==> src/rtl/uart_receiver.sv <==
// UART receiver: synchronizes an idle-high serial line and recovers LSB-first frames
// with a per-bit clock count, glitch-filtered start bit and stop-bit error reporting.
module uart_receiver #(
    parameter int CLKS_PER_BIT = 4,
    parameter int DATA_BITS    = 8,
    parameter int SYNC_STAGES  = 2
) (
    input  logic                 clk,
    input  logic                 reset,
    input  logic                 bit_in,
    output logic [DATA_BITS-1:0] byte_out,
    output logic                 byte_valid,
    output logic                 frame_err,
    output logic                 busy
);

    localparam int CW = $clog2(CLKS_PER_BIT + 1);
    localparam int IW = $clog2(DATA_BITS + 1);
    localparam logic [CW-1:0] HALF_C   = CW'(CLKS_PER_BIT / 2);
    localparam logic [CW-1:0] LAST_C   = CW'(CLKS_PER_BIT - 1);
    localparam logic [IW-1:0] LAST_IDX = IW'(DATA_BITS - 1);

    typedef enum logic [2:0] {IDLE, START, DATA, STOP, WAIT_IDLE} state_t;

    state_t                 state, state_n;
    logic [SYNC_STAGES-1:0] sync;
    logic                   rx_s;
    logic [CW-1:0]          cnt, cnt_n;
    logic [IW-1:0]          idx, idx_n;
    logic [DATA_BITS-1:0]   shift, shift_n, byte_n;
    logic                   valid_n, err_n;

    assign rx_s = sync[SYNC_STAGES-1];
    assign busy = (state != IDLE);

    always_ff @(posedge clk) begin
        if (!reset) begin
            sync       <= '1;
            state      <= IDLE;
            cnt        <= '0;
            idx        <= '0;
            shift      <= '0;
            byte_out   <= '0;
            byte_valid <= 1'b0;
            frame_err  <= 1'b0;
        end else begin
            sync       <= {sync[SYNC_STAGES-2:0], bit_in};
            state      <= state_n;
            cnt        <= cnt_n;
            idx        <= idx_n;
            shift      <= shift_n;
            byte_out   <= byte_n;
            byte_valid <= valid_n;
            frame_err  <= err_n;
        end
    end

    always_comb begin
        state_n = state;
        cnt_n   = cnt;
        idx_n   = idx;
        shift_n = shift;
        byte_n  = byte_out;
        valid_n = 1'b0;
        err_n   = 1'b0;
        case (state)
            IDLE: begin
                if (!rx_s) begin
                    state_n = START;
                    cnt_n   = '0;
                end
            end
            START: begin
                // A start bit that is high again at mid-bit was a glitch.
                if (cnt == HALF_C) begin
                    cnt_n   = '0;
                    idx_n   = '0;
                    state_n = rx_s ? IDLE : DATA;
                end else begin
                    cnt_n = cnt + 1'b1;
                end
            end
            DATA: begin
                if (cnt == LAST_C) begin
                    shift_n = {rx_s, shift[DATA_BITS-1:1]};
                    cnt_n   = '0;
                    idx_n   = idx + 1'b1;
                    if (idx == LAST_IDX) state_n = STOP;
                end else begin
                    cnt_n = cnt + 1'b1;
                end
            end
            STOP: begin
                if (cnt == LAST_C) begin
                    cnt_n = '0;
                    if (rx_s) begin
                        byte_n  = shift;
                        valid_n = 1'b1;
                        state_n = IDLE;
                    end else begin
                        err_n   = 1'b1;
                        state_n = WAIT_IDLE;
                    end
                end else begin
                    cnt_n = cnt + 1'b1;
                end
            end
            WAIT_IDLE: begin
                // Hold off until the line returns high so a break is not read as 0x00 frames.
                if (rx_s) state_n = IDLE;
            end
            default: state_n = IDLE;
        endcase
    end

endmodule

==> config.mk <==
export PLATFORM = sky130hd
export DESIGN_NAME = uart_receiver
export DESIGN_NICKNAME = d
export VERILOG_FILES = /design/src/rtl/uart_receiver.sv
export SDC_FILE = /design/constraint.sdc
export NUM_CORES = 1
export LEC_CHECK = 0
export BUFFER_PORTS_ARGS = -buffer_cell sky130_fd_sc_hd__buf_2
export CELL_PAD_IN_SITES_DETAIL_PLACEMENT = 0
export CELL_PAD_IN_SITES_GLOBAL_PLACEMENT = 1
export CORE_UTILIZATION = 40
export DETAILED_ROUTE_END_ITERATION = 6
export GPL_TIMING_DRIVEN = 1
export HOLD_SLACK_MARGIN = 0.1
export PLACE_DENSITY_LB_ADDON = 0.15
export SYNTH_ARGS = -nofsm -noshare
export SYNTH_HDL_FRONTEND = slang
export SYNTH_SLANG_ARGS = --single-unit
export TNS_END_PERCENT = 30
==> constraint.sdc <==
create_clock -name clk -period 4.9 [get_ports clk]
set_input_delay 0.98 -clock clk [delete_from_list [all_inputs] [get_ports clk]]
set_output_delay 0.98 -clock clk [all_outputs]
set_load 0.05 [all_outputs]
== Word level (Yosys, flattened, before mapping) ==
Cells that the tools add are included.

* Output and inout port bits: 11
* Word-level logic and storage cells: 52
* Input port bits: 3
* Flip-flop bits (word level): 30

* Equal/unequal tests: 13
* Multiplexer cells: 18
* $add $sub $neg: 2
* Reductions and logical operators: 11

{| class="wikitable"
|+ Operators with widths
! cell !! number
|-
| 2-to-1 mux 3 bit || 10
|-
| one-hot mux 3 bit (5 select lines) || 1
|-
| == test 3 x 2 -> 1 bit, second input constant || 4
|-
| inequality test 2 bit, second input constant || 6
|-
| one-hot mux 3 bit (3 select lines) || 1
|-
| AND reduction 3 bit || 3
|-
| 2-to-1 mux 4 bit || 2
|-
| one-hot mux 4 bit (2 select lines) || 1
|-
| AND reduction 6 bit || 1
|-
| nonzero test 3 bit || 2
|-
| adder 4 x 1 -> 4 bit, second input constant || 1
|-
| == test 4 x 3 -> 1 bit, second input constant || 1
|-
| AND reduction 2 bit || 2
|-
| adder 3 x 1 -> 3 bit, second input constant || 1
|-
| == test 3 x 1 -> 1 bit, second input constant || 1
|-
| == test 3 bit, second input constant || 1
|-
| zero test 3 bit || 1
|-
| 2-to-1 mux 1 bit || 2
|-
| 2-to-1 mux 2 bit || 1
|-
| nonzero test 2 bit || 1
|-
| OR reduction 2 bit || 1
|}

== Logic depth before layout (Yosys ltp) ==
* Word-level depth: 4
* Gate-level depth with buffers: 7
* Mapped depth without buffers: 7

== Worst setup path after synthesis ==
OpenSTA, ideal clock, no wires.

* Kind: register -> output
* From: register state[0]
* To: output port busy
* Required time: 3.920 ns
* Buffers on the path: 1
* Arrival time: 1.081 ns
* Slack: 2.839 ns
* Stages on the path, launching flop included: 3
* Cell sequence: dfxtp_1 -> buf_6 -> or3_2

* Cells in the longest elaborated chain, start to end: 1

{| class="wikitable"
|+ RTL lines
! element !! line !! source
|-
| from (decl) || 25 || <nowiki>state_t state, state_n;</nowiki>
|-
| from (signal assigned) || 48 || <nowiki>state <= state_n;</nowiki>
|-
| nonzero test 3 bit || 34 || <nowiki>assign busy = (state != IDLE);</nowiki>
|-
| to (decl) || 14 || <nowiki>output logic busy</nowiki>
|}

No other way between the ends.

== Final worst setup path ==
* From: register state[2]
* To: output port busy

The elaborated chain is that of the path after synthesis.

==> metrics.cfg <==
[run_status]
status=complete, no violations

[setup_path]
crit_fanout=15
worstPathRequired_ns=3.92
cp-startpoint=state[2]
worstReg2RegStart=state[1]
max_stage_delay_ns=0.48
crit_chain=or3_2 -> buf_2
worst_setup_path_start_kind=flip-flop
worstSetupEndpointType=output pin
crit_type=reg2out
crit_arrival_ns=1.48
slowest_stage=dfxtp_1

[synthesis]
syn_nets=154
synth_fa_ha_area_share_pct=4.59
synth.most_common_cell=dfxtp_1
synthesis.instances=146
synth_edf_count=0
synth_flop_cell=dfxtp_1
synth-simple-area-share_pct=25.2
ys_types=39
async_flop_share_pct=0
synth_top_area_share_pct=44.1
avgSynthCellArea_um2=9.33
synth-compound-area-share_pct=12.0
syn_area_um2=1360
yosysTopAreaCell=dfxtp_1
yosys.area_share.xor_xnor_pct=0.643
yosysSeqAreaShare_pct=44.1
synth-seq-cells=30
synth_area_leaders=dfxtp_1 (44%), mux2i_1 (8.1%), nand2_1 (6.9%)
synth_mux_area_share_pct=8.08
synth_top_family_by_area=simple AND/OR/NAND/NOR gates
synthTopCellsByCount=dfxtp_1 (30), nand2_1 (25), nor2_1 (13), mux2i_1 (11), a21oi_1 (10)
yosys_warnings=0

[routing]
drt-pass1-iter-count=4
first_iter_violations=25
antenna_left=0
vias_per_cell=4.96
drc=0
finalWirelength_um=2430
vias=1001
post_drt_wl_per_cell_um=12.0

[floorplan]
fp-row-count=20
die_w_um=60.4
initial_core_util_pct=43.2
ioPinCount=14
fp.dieH_um=60.4
core-area_um2=3150
fp.dieArea_um2=3640

[clocking]
clockBufferDepth=2
cts_sinks=30
cts_tree=built
htree_levels=2
clkTransAtPathRegs_ns=0.08
post_cts_resized=0
cts_root_buf=clkbuf_4
numCtsBuffers=5
cts_hold_buf=0
insertion_delay_ns=0.32
cts_setup_buffers=0

[global_routing]
grt_pass1_vias=937
grt_pass1_wl_um=4280
antenna_found_initial=0
overflow=0
grt_util_all_layers_pct=16.4
grt_max_degree=25

[pwr]
power.leakage_uw=0.000572
powerDensity_nw_per_um2=326
peakVddDrop_v=0.000209

[placed_design]
numPortBuffers=13
gp_congestion=0.755
preCtsSetupSlack_ns=2.65
dp_hpwl_um=1630
place_area_um2=1430

[layout]
diodes=0
fin_area_um2=1480
layout-area-overhead-vs-synth_pct=8.82
drive_above_1_share_pct=19.6
finalNetCount=167

[timing]
setup_viol=0
worst_slack_ns=2.44
fin_crit_sh_pct=50.1
max_freq_mhz=407
hold_viol=0
finalSetupTns_ns=0
fin_crit_ns=2.46
max_slew_margin_pct=39.9
worst_pin_slew_ns=0.897
drv_slew=0
clock_skew_ns=0.00628
rsz0062_at_grt=false

[hold_path]
worstHoldPathType=reg2reg
worstHoldStart=sync[0]

[run]
cap_violations=0

final timing paths:
kind,slack [ns],cells past startpoint,end
hold reg to reg,0.42,1,sync[1]
hold / removal,0.42,1,sync[1]
setup reg to reg,2.87,4,byte_out[5]
setup / recovery,2.44,2,busy
area by class of cell:
type	count	area [um^2]
inverter	4	15.0
tap	44	55.1
timing repair buffer	14	72.6
sequential	30	601
multi-input combinational	104	688
clock buffer	6	51.3
fill	333	1670
sequential cells by signal (all words and copies together), names as in the netlist:
signal      flops
idx             4
shift           8
frame_err       1
sync            2
state           3
byte_out        8
byte_valid      1
cnt             3
where the power goes:
part	switching, uW	leakage [uW]	internal (uW)
clock	75.2	0.0000302	64.5
combinational	42.6	0.000299	33.4
sequential	15.4	0.000242	251
total	133	0.000572	349
kinds of logic (layout without fill, tap and decap cells):
| group | count (synthesis) | count (layout) |
|---|---|---|
| XOR/XNOR | 1 | 1 |
| multiplexers | 11 | 11 |
| buffers and inverters | 12 | 24 |
| AND/OR/NAND/NOR | 63 | 63 |
| adder cells (fa/ha/maj) | 5 | 5 |
| AO/OA/AOI/OAI | 24 | 24 |
| flip-flops | 30 | 30 |
worst max-delay path, delay by kind of cell (launching register included):
family | cells | cell delay, ns
flip-flops | 1 | 0.48
AND/OR/NAND/NOR | 1 | 0.46
buffers and inverters | 1 | 0.22
metal layers:
metal  track usage [%]  wire [um]
met3              5.33        124
met2              24.6        993
met4              7.97         48
met5                 0          0
met1              21.3       1260
cell usage in the layout, fill, tap and decap left out, types with 2 or more instances in the layout:
cell type,count
or3_2,2
ha_1,5
a211o_1,2
nand3_1,2
nor3b_2,2
inv_1,4
nand3b_1,2
o21ai_0,2
nand2b_4,2
nand2_1,25
a22oi_1,2
nor3_1,2
nor2_1,13
buf_2,13
clkbuf_4,5
mux2i_1,11
a21oi_1,10
nand2b_1,4
a211oi_1,2
dfxtp_1,30
per-stage QoR:
step           hold WS [ns]  total power, uW  instances  utilization [%]
5_1_grt               0.441              513        202             47.0
2_1_floorplan         0.386              341        146                -
4_1_cts               0.421              490        202             47.0
3_5_place_dp          0.396              350        196             45.4
3_3_place_gp          0.398              349        196             45.4
6_report              0.415              483        202             47.0
Power figures use the tool's default switching activity.
